## config.mk

```make
export PLATFORM = sky130hd
export DESIGN_NAME = linear_embedding_stream
export DESIGN_NICKNAME = d
export VERILOG_FILES = /design/src/rtl/linear_embedding_stream.sv
export SDC_FILE = /design/constraint.sdc
export NUM_CORES = 2
export LEC_CHECK = 0
export ABC_CLOCK_PERIOD_IN_PS = 13400
export CAP_MARGIN = 25
export CORE_ASPECT_RATIO = 1.75
export CORE_MARGIN = 2
export CORE_UTILIZATION = 44
export CTS_BUF_LIST = sky130_fd_sc_hd__clkbuf_8 sky130_fd_sc_hd__clkbuf_16
export CTS_CLUSTER_SIZE = 10
export DETAILED_ROUTE_END_ITERATION = 10
export DONT_BUFFER_PORTS = 1
export PLACE_DENSITY = 0.62
export RECOVER_POWER = 100
export SYNTH_ARGS = -nofsm -noshare
export SYNTH_HDL_FRONTEND = slang
export SYNTH_SLANG_ARGS = --single-unit
```

## constraint.sdc

```tcl
create_clock -name clk -period 13.4 [get_ports clk]
set_input_delay 2.68 -clock clk [delete_from_list [all_inputs] [get_ports clk]]
set_output_delay 2.68 -clock clk [all_outputs]
set_load 0.02 [all_outputs]
```

## src/rtl/linear_embedding_stream.sv

```systemverilog
// Streaming patch projection: samples -> EMBED_DIM requantised int elements per token.
// Optional positional table enabled by defining LINEAR_EMBEDDING_POS_EN.
module linear_embedding_stream #(
    parameter int DATA_W     = 8,
    parameter int PATCH_LEN  = 1,
    parameter int NUM_TOKENS = 15,
    parameter int EMBED_DIM  = 16,
    parameter int ACC_W      = 24,
    parameter int SHIFT      = 7,
    localparam int DIM_W = (EMBED_DIM > 1) ? $clog2(EMBED_DIM) : 1,
    localparam int TOK_W = (NUM_TOKENS > 1) ? $clog2(NUM_TOKENS) : 1
) (
    input  logic                     clk,
    input  logic                     rst,
    input  logic                     in_valid,
    output logic                     in_ready,
    input  logic signed [DATA_W-1:0] in_data,
    input  logic                     cfg_we,
    input  logic [1:0]               cfg_sel,
    input  logic [15:0]              cfg_addr,
    input  logic signed [DATA_W-1:0] cfg_data,
    output logic                     out_valid,
    input  logic                     out_ready,
    output logic signed [DATA_W-1:0] out_data,
    output logic [DIM_W-1:0]         out_dim,
    output logic [TOK_W-1:0]         out_token,
    output logic                     out_last,
    output logic                     busy,
    output logic                     done
);

    localparam int K_W  = (PATCH_LEN > 1) ? $clog2(PATCH_LEN) : 1;
    localparam int W_N  = PATCH_LEN * EMBED_DIM;
    localparam int WA_W = (W_N > 1) ? $clog2(W_N) : 1;
    localparam int RW   = ACC_W + 2;

    localparam logic signed [RW-1:0] RND   = RW'((1 << SHIFT) >> 1);
    localparam logic signed [RW-1:0] MAX_R = RW'((1 << (DATA_W - 1)) - 1);
    localparam logic signed [RW-1:0] MIN_R = -MAX_R - RW'(1);
    localparam logic [DATA_W-1:0] MAX_D = {1'b0, {(DATA_W - 1){1'b1}}};
    localparam logic [DATA_W-1:0] MIN_D = {1'b1, {(DATA_W - 1){1'b0}}};

    typedef enum logic {ACCUM, DRAIN} state_t;

    state_t           state_q, state_d;
    logic [K_W-1:0]   k_q, k_d;
    logic [TOK_W-1:0] t_q, t_d;
    logic [DIM_W-1:0] d_q, d_d;
    logic             done_q, done_d;

    logic signed [ACC_W-1:0]    acc_q [EMBED_DIM];
    logic signed [ACC_W-1:0]    acc_d [EMBED_DIM];
    logic signed [2*DATA_W-1:0] prod  [EMBED_DIM];

    logic signed [DATA_W-1:0] w_q [W_N];
    logic signed [DATA_W-1:0] b_q [EMBED_DIM];

    logic in_hs, out_hs, k_last, d_last, t_last, cfg_ok;
    logic signed [RW-1:0] acc_r, shifted;
    logic signed [DATA_W-1:0] sat_v;

    assign k_last = (k_q == K_W'(PATCH_LEN - 1));
    assign d_last = (d_q == DIM_W'(EMBED_DIM - 1));
    assign t_last = (t_q == TOK_W'(NUM_TOKENS - 1));

    assign in_ready  = (state_q == ACCUM);
    assign out_valid = (state_q == DRAIN);
    assign in_hs     = in_valid && in_ready;
    assign out_hs    = out_valid && out_ready;
    assign busy      = (t_q != '0) || (k_q != '0) || (state_q == DRAIN);
    assign done      = done_q;
    assign out_dim   = d_q;
    assign out_token = t_q;
    assign out_last  = (state_q == DRAIN) && t_last && d_last;
    assign out_data  = (state_q == DRAIN) ? sat_v : '0;
    assign cfg_ok    = cfg_we && !busy;

    // Tables survive reset; only idle-time, in-range writes land.
    always_ff @(posedge clk) begin
        if (cfg_ok && cfg_sel == 2'd0 && cfg_addr < 16'(W_N))
            w_q[cfg_addr[WA_W-1:0]] <= cfg_data;
        if (cfg_ok && cfg_sel == 2'd1 && cfg_addr < 16'(EMBED_DIM))
            b_q[cfg_addr[DIM_W-1:0]] <= cfg_data;
    end

`ifdef LINEAR_EMBEDDING_POS_EN
    localparam int P_N  = NUM_TOKENS * EMBED_DIM;
    localparam int PA_W = (P_N > 1) ? $clog2(P_N) : 1;

    logic signed [DATA_W-1:0] p_q [P_N];
    logic [PA_W-1:0] p_idx;

    assign p_idx = PA_W'(int'(t_q) * EMBED_DIM + int'(d_q));

    always_ff @(posedge clk) begin
        if (cfg_ok && cfg_sel == 2'd2 && cfg_addr < 16'(P_N))
            p_q[cfg_addr[PA_W-1:0]] <= cfg_data;
    end
`endif

    always_comb begin
        acc_r   = RW'(acc_q[d_q]) + RND;
        shifted = acc_r >>> SHIFT;
`ifdef LINEAR_EMBEDDING_POS_EN
        shifted = shifted + RW'(p_q[p_idx]);
`endif
        if (shifted > MAX_R)
            sat_v = MAX_D;
        else if (shifted < MIN_R)
            sat_v = MIN_D;
        else
            sat_v = DATA_W'(shifted);
    end

    always_comb begin
        state_d = state_q;
        k_d     = k_q;
        t_d     = t_q;
        d_d     = d_q;
        done_d  = 1'b0;
        for (int i = 0; i < EMBED_DIM; i++) begin
            prod[i]  = in_data * w_q[WA_W'(int'(k_q) * EMBED_DIM + i)];
            acc_d[i] = acc_q[i];
        end
        unique case (state_q)
            ACCUM: begin
                if (in_hs) begin
                    // First sample of a patch reloads from bias.
                    for (int i = 0; i < EMBED_DIM; i++)
                        acc_d[i] = ((k_q == '0) ? ACC_W'(b_q[i]) : acc_q[i])
                                 + ACC_W'(prod[i]);
                    if (k_last) begin
                        k_d     = '0;
                        state_d = DRAIN;
                    end else begin
                        k_d = k_q + 1'b1;
                    end
                end
            end
            DRAIN: begin
                if (out_hs) begin
                    if (d_last) begin
                        d_d     = '0;
                        state_d = ACCUM;
                        if (t_last) begin
                            t_d    = '0;
                            done_d = 1'b1;
                        end else begin
                            t_d = t_q + 1'b1;
                        end
                    end else begin
                        d_d = d_q + 1'b1;
                    end
                end
            end
        endcase
    end

    always_ff @(posedge clk) begin
        if (rst) begin
            state_q <= ACCUM;
            k_q     <= '0;
            t_q     <= '0;
            d_q     <= '0;
            done_q  <= 1'b0;
            for (int i = 0; i < EMBED_DIM; i++)
                acc_q[i] <= '0;
        end else begin
            state_q <= state_d;
            k_q     <= k_d;
            t_q     <= t_d;
            d_q     <= d_d;
            done_q  <= done_d;
            for (int i = 0; i < EMBED_DIM; i++)
                acc_q[i] <= acc_d[i];
        end
    end

endmodule
```

* Word-level counts from Yosys, hierarchy flattened *
Memories as Yosys holds them, arrays and structs flattened. A register that Yosys moved wholly into a read port is not among the register bits.
Index checks and enable logic that the tools add are counted.

word-level totals
  register bits = 11
  RAM bits = 640
  input port bits = 39
  output and inout port bits = 21
  word-level logic and storage cells = 157
  memories = 3

memories
  memory  depth  width  rd ports  clocked after Yosys merged registers in  wr ports  RTL line  source
  acc_q   16     24     17        1                                        16        51        logic signed [ACC_W-1:0] acc_q [EMBED_DIM];
  b_q     16     8      16        0                                        1         56        logic signed [DATA_W-1:0] b_q [EMBED_DIM];
  w_q     16     8      16        0                                        1         55        logic signed [DATA_W-1:0] w_q [W_N];

cells by class
  $add $sub $neg = 35
  multiply operators = 16
  order comparisons = 3
  eq/ne operators = 3
  multiplexer cells = 55
  bitwise gates (word level) = 19
  reductions and logical operators = 18

operators by type and width
  kind                                                             number
  2-to-1 mux 24 bit                                                32
  2-to-1 mux 384 bit                                               2
  adder 24 x 16 -> 24 bit                                          16
  multiplier 8 x 8 -> 16 bit                                       16
  adder 24 x 8 -> 25 bit (second input constant)                   1
  adder 1 x 3 -> 4 bit (both inputs constant)                      6
  2-to-1 mux 8 bit                                                 3
  greater-than comparator 18 x 8 -> 1 bit (second input constant)  1
  less-than comparator 18 x 8 -> 1 bit (second input constant)     1
  adder 1 x 4 -> 4 bit (both inputs constant)                      4
  less-than comparator 16 x 5 -> 1 bit (second input constant)     1
  2-to-1 mux 4 bit                                                 4
  OR 1 bit                                                         16
  2-to-1 mux 1 bit                                                 13
  adder 1 x 2 -> 3 bit (both inputs constant)                      3
  logical AND 1 bit                                                9
  adder 4 x 1 -> 4 bit (second input constant)                     2
  == test 4 bit (second input constant)                            2
  adder 1 x 1 -> 2 bit (both inputs constant)                      2
  AND reduction 2 bit                                              2
  nonzero test 4 bit                                               1
  OR reduction 4 bit                                               1
  inverter 1 bit                                                   3
  AND reduction 3 bit                                              1
  other kinds (6)                                                  7

* Longest topological paths before layout *
  word-level depth = 9
  gate-level depth with buffers = 23

* Least setup slack after synthesis *
OpenSTA, ideal clock, no wires.

  kind = input-to-reg
  from = in in_data[7]
  to = mem acc_q[5][20]
  data arrival time = 7.990 ns
  path slack = 5.352 ns
  stages on the path = 19
  cell sequence = clkbuf_1 > clkbuf_1 > buf_1 > nand2_1 > fa_1 > fa_1 > inv_1 > fa_1 > fa_1 > ha_1 > ha_1 > or2_2 > a21oi_1 > a31oi_1 > a211oi_1 > o21ai_0 > a311o_1 > o21ai_0 > o21a_1

RTL lines
  item         RTL line  source
  from (decl)  17        input logic signed [DATA_W-1:0] in_data,
  to (decl)    51

==> metrics.md <==
| Metric | Value |
|---|---|
| Number of global-route vias before repair | `50.55k` |
| Max Cap Viol | `1` |
| Layout Area Growth over Synthesis | `5.723%` |
| Setup TNS | `0 ns` |
| Share of the synthesized area in the top cell type | `32.67%` |
| Mapped Area | `66660 µm²` |
| Hold_buf cts | `0` |
| Final ANT Viol Nets | `0` |
| Final slew viol count | `46` |
| Worst path buffer plus inverter count | `1` |
| Post-synthesis area per instance | `9.892 µm²` |
| Failing checks | `max-capacitance violations, max-slew violations` |
| Die Y-Extent | `518.9 µm` |
| P_int | `between 5 and 6 mW` |
| CTS max path bufs | `3` |
| Setup violations, final | `0` |
| CP arrival | `around 7.2 ns` |
| Mapped Cells | `6739` |
| Largest net degree at the start of global routing | `208` |
| # IOs | `60` |
| Part of the Yosys area used for sequential elements | `a little over 20%` |
| Number of buffers created by CTS | `69` |
| Clock slew at reported path FFs | `0.06 ns` |
| Max stage delay cell, worst path | `dfxtp_1` |
| Yosys warns | `0` |
| Largest cells by area after synthesis | `fa_1 33%, ha_1 12%, edfxtp_1 12%, dfxtp_1 9.1%, inv_1 7.4%` |
| Gr usage total | `23.95%` |
| CP delay by family, top | `flip-flops` |
| CP Max Fanout | `45` |
| Hold WC Path Type | `reg -> reg` |
| Row Count | `189` |
| Final worst path period need | `between 9 and 10 ns` |
| Startpoint types | `flip-flop` |
| CP Capture Type | `output port` |
| Clock share of power | `18.1%` |
| Status | `complete, but fails checks` |
| Grt ovf | `0` |
| Cell Pwr Density | `between 100 and 150 nW/µm²` |
| CTS Root Cell | `clkbuf_16` |
| Post-DP HPWL | `133100 µm` |
| CTS tree | `yes` |
| Via-to-Cell Ratio | `5.309` |
| Initial DRC count | `roughly 2.5k` |
| Share of cells above drive strength 1 | `3.148%` |
| Switching Fraction | `44.11%` |
| Setup Fix Bufs, Post-CTS | `0` |
| Drt wl/cell | `20.70 µm` |
| Routability cong. | `0.9060` |
| IO Port Bufs | `0` |
| CTS resizes | `0` |
| Req. time, crit path | `10.72 ns` |
| Synth cell count leaders | `1323 x inv_1, 1088 x fa_1, 769 x nand2_1` |
| Max_slew headroom | `-82.23%` |
| FF+latch count, synth | `558` |
| DRC violations left | `0` |
| Internal reg-to-reg setup slack | `7.29 ns` |
| Core area | `150900 µm²` |
| Gate power share | `between 50% and 60%` |
| Synthesized Nets | `between 8k and 9k` |
| Initial Utilization | `44.18%` |
| Unrepaired setup endpoints after global routing | `no` |
| DIE WIDTH | `between 200 and 300 µm` |
| First-pass GRT wire length | `283500 µm` |
| Insertion delay to the later sink of the worst-skew pair | `slightly below 0.7 ns` |
| CP Class | `reg -> out` |
| Fin. Hold Viols | `0` |
| Peak VDD IR | `0.1099 mV` |
| Routed WL | `179100 µm` |
| Leading register cell type out of synthesis | `dfxtp_1` |
| H-tree depth | `3` |
| CP Cell Sequence | `buf_4 > mux4_2 > a22oi_1 > nand2_1 > ha_1 > nand3_1 > nor2_1 > nand2_1 > o21ai_0 > a31oi_1 > o21ai_0` |
| Area leader, netlist | `fa_1` |
| Switching Power | `4.451 mW` |
| Drt pass-1 iters | `5` |
| # nets final | `8363` |
| Via Count | `45.92k` |
| Max stage delay on crit path | `2.16 ns` |
| Cell leakage power | `around 33 nW` |
| Total power | `roughly 10 mW` |
| Final Skew | `0.02960 ns` |
| FMAX | `0.1014 GHz` |
| DIE AREA | `154800 µm²` |
| Count leader, synth | `inv_1` |
| Post-synthesis cell type count | `87` |
| Tcrit/Tclk final | `73.59%` |
| Sequential share of power | `23.8%` |
| Antenna violations before repair | `10` |
| Sink Count | `558` |
| Post-synth EDFFs | `~260` |
| Worst-margin pin slew | `2.733 ns` |
| Asr flop ratio synth | `0%` |
==> layer usage <==
metal,GRT usage (%),share of wire (%),vias to the layer above
met3,3.071,4.0,418
met2,44.40,53,1013
met4,15.43,7.4,4
met1,25.34,35,23620
li1,-,-,20860
met5,0,0.013,-
==> state kept, by name (all words and copies together) (netlist names), named ones only <==
| signal | count |
|---|---|
| out_dim | 4 |
| b_q | 128 |
| done | 1 |
| out_valid | 1 |
| acc_q | 288 |
| out_token | 4 |
| w_q | 128 |
==> kinds of logic after synthesis <==
kind of cell,Yosys count,share of synthesized area (%)
adders and majority gates,1730,44.72
xor gates and xnor gates,171,2.247
buffers and inverters,1578,9.071
AOI/OAI and AO/OA,636,6.016
DFF,558,20.60
muxes,92,2.904
and+or+nand+nor,1974,14.44
==> metrics by stage <==
stage,utilization [%],setup slack [ns],instances,hold WS (ns),instance area (µm²)
global route,46.71,3.130,8646,0.4507,70470
detailed placement,45.30,5.083,8525,0.4348,68350
floorplan,-,5.352,6739,0.4166,66660
finish,46.71,3.540,8650,0.4403,70480
global placement,45.29,5.171,8523,0.4271,68340
CTS,46.70,5.350,8642,0.4438,70460
==> placed cells by master, fill, tap and decap left out, types with 8 or more instances in the layout <==
cell type and count:
and2_1 492, nand3_1 54, clkbuf_16 74, nand2_1 768, mux4_2 66, a31oi_1 30, ha_1 642, edfxtp_1 256
and2_0 28, mux2i_1 9, o211ai_1 14, xnor2_1 105, or3_1 27, o21bai_1 14, a22o_1 8, a211oi_1 37
a22oi_1 14, o311ai_0 8, o21a_1 31, dfxtp_1 300, a21oi_1 228, o21ai_0 129, buf_4 19, and3_1 22
fa_1 1088, o31ai_1 16, nand4_1 10, inv_1 1352, nor2b_1 59, a311oi_1 10, a21o_1 33, nor2_1 306
xor2_1 66, nand2b_1 45, a211o_1 18, clkinv_1 11, mux4_1 11, nor3_1 92, clkbuf_1 8
==> worst reg2reg max path: stages, from the launching register on <==
cell and delay (ns):
edfxtp_1 0.53, and2_0 0.25, fa_1 0.54, inv_1 0.06, fa_1 0.54, inv_1 0.06
fa_1 0.45, fa_1 0.51, fa_1 0.41, ha_1 0.31, o21a_1 0.11, nor2_1 0.08
a21oi_1 0.11, a211o_1 0.37, o311ai_0 0.65, a21oi_1 0.17, o21ai_0 0.41, a31oi_1 0.26
nor3_1 0.22
==> power by group through the flow <==
| stage | Clock [mW] | Combinational [mW] | Sequential [mW] |
|---|---|---|---|
| finish | 1.82 | 5.87 | 2.40 |
| global route | 1.92 | 6.64 | 2.41 |
| CTS | 1.87 | 5.93 | 2.40 |
| detailed placement | 0 | 5.87 | 2.43 |
| global placement | 0 | 5.75 | 2.42 |
| floorplan | 0 | 4.41 | 2.23 |
==> layout make-up <==
| class | instances | area, µm² |
|---|---|---|
| clock inverter | 36 | 168.9 |
| sequential | 558 | 13740 |
| tap | 2005 | 2509 |
| clock buffer | 81 | 1948 |
| antenna | 5 | 12.51 |
| multi-input combinational | 4603 | 46900 |
| fill | 14410 | 80400 |
| inverter | 1334 | 5007 |
| timing repair buffer | 28 | 192.7 |
==> worst paths after layout <==
path                      start       endpoint  depth (start not counted)
hold reg to reg   acc_q[11][23]  acc_q[11][23]                          2
setup reg to reg      w_q[9][2]   acc_q[9][20]                         18
setup / recovery      flip-flop    out_data[0]                         11
hold / removal    acc_q[11][23]  acc_q[11][23]                          2
(Power assumes the default switching activity.)
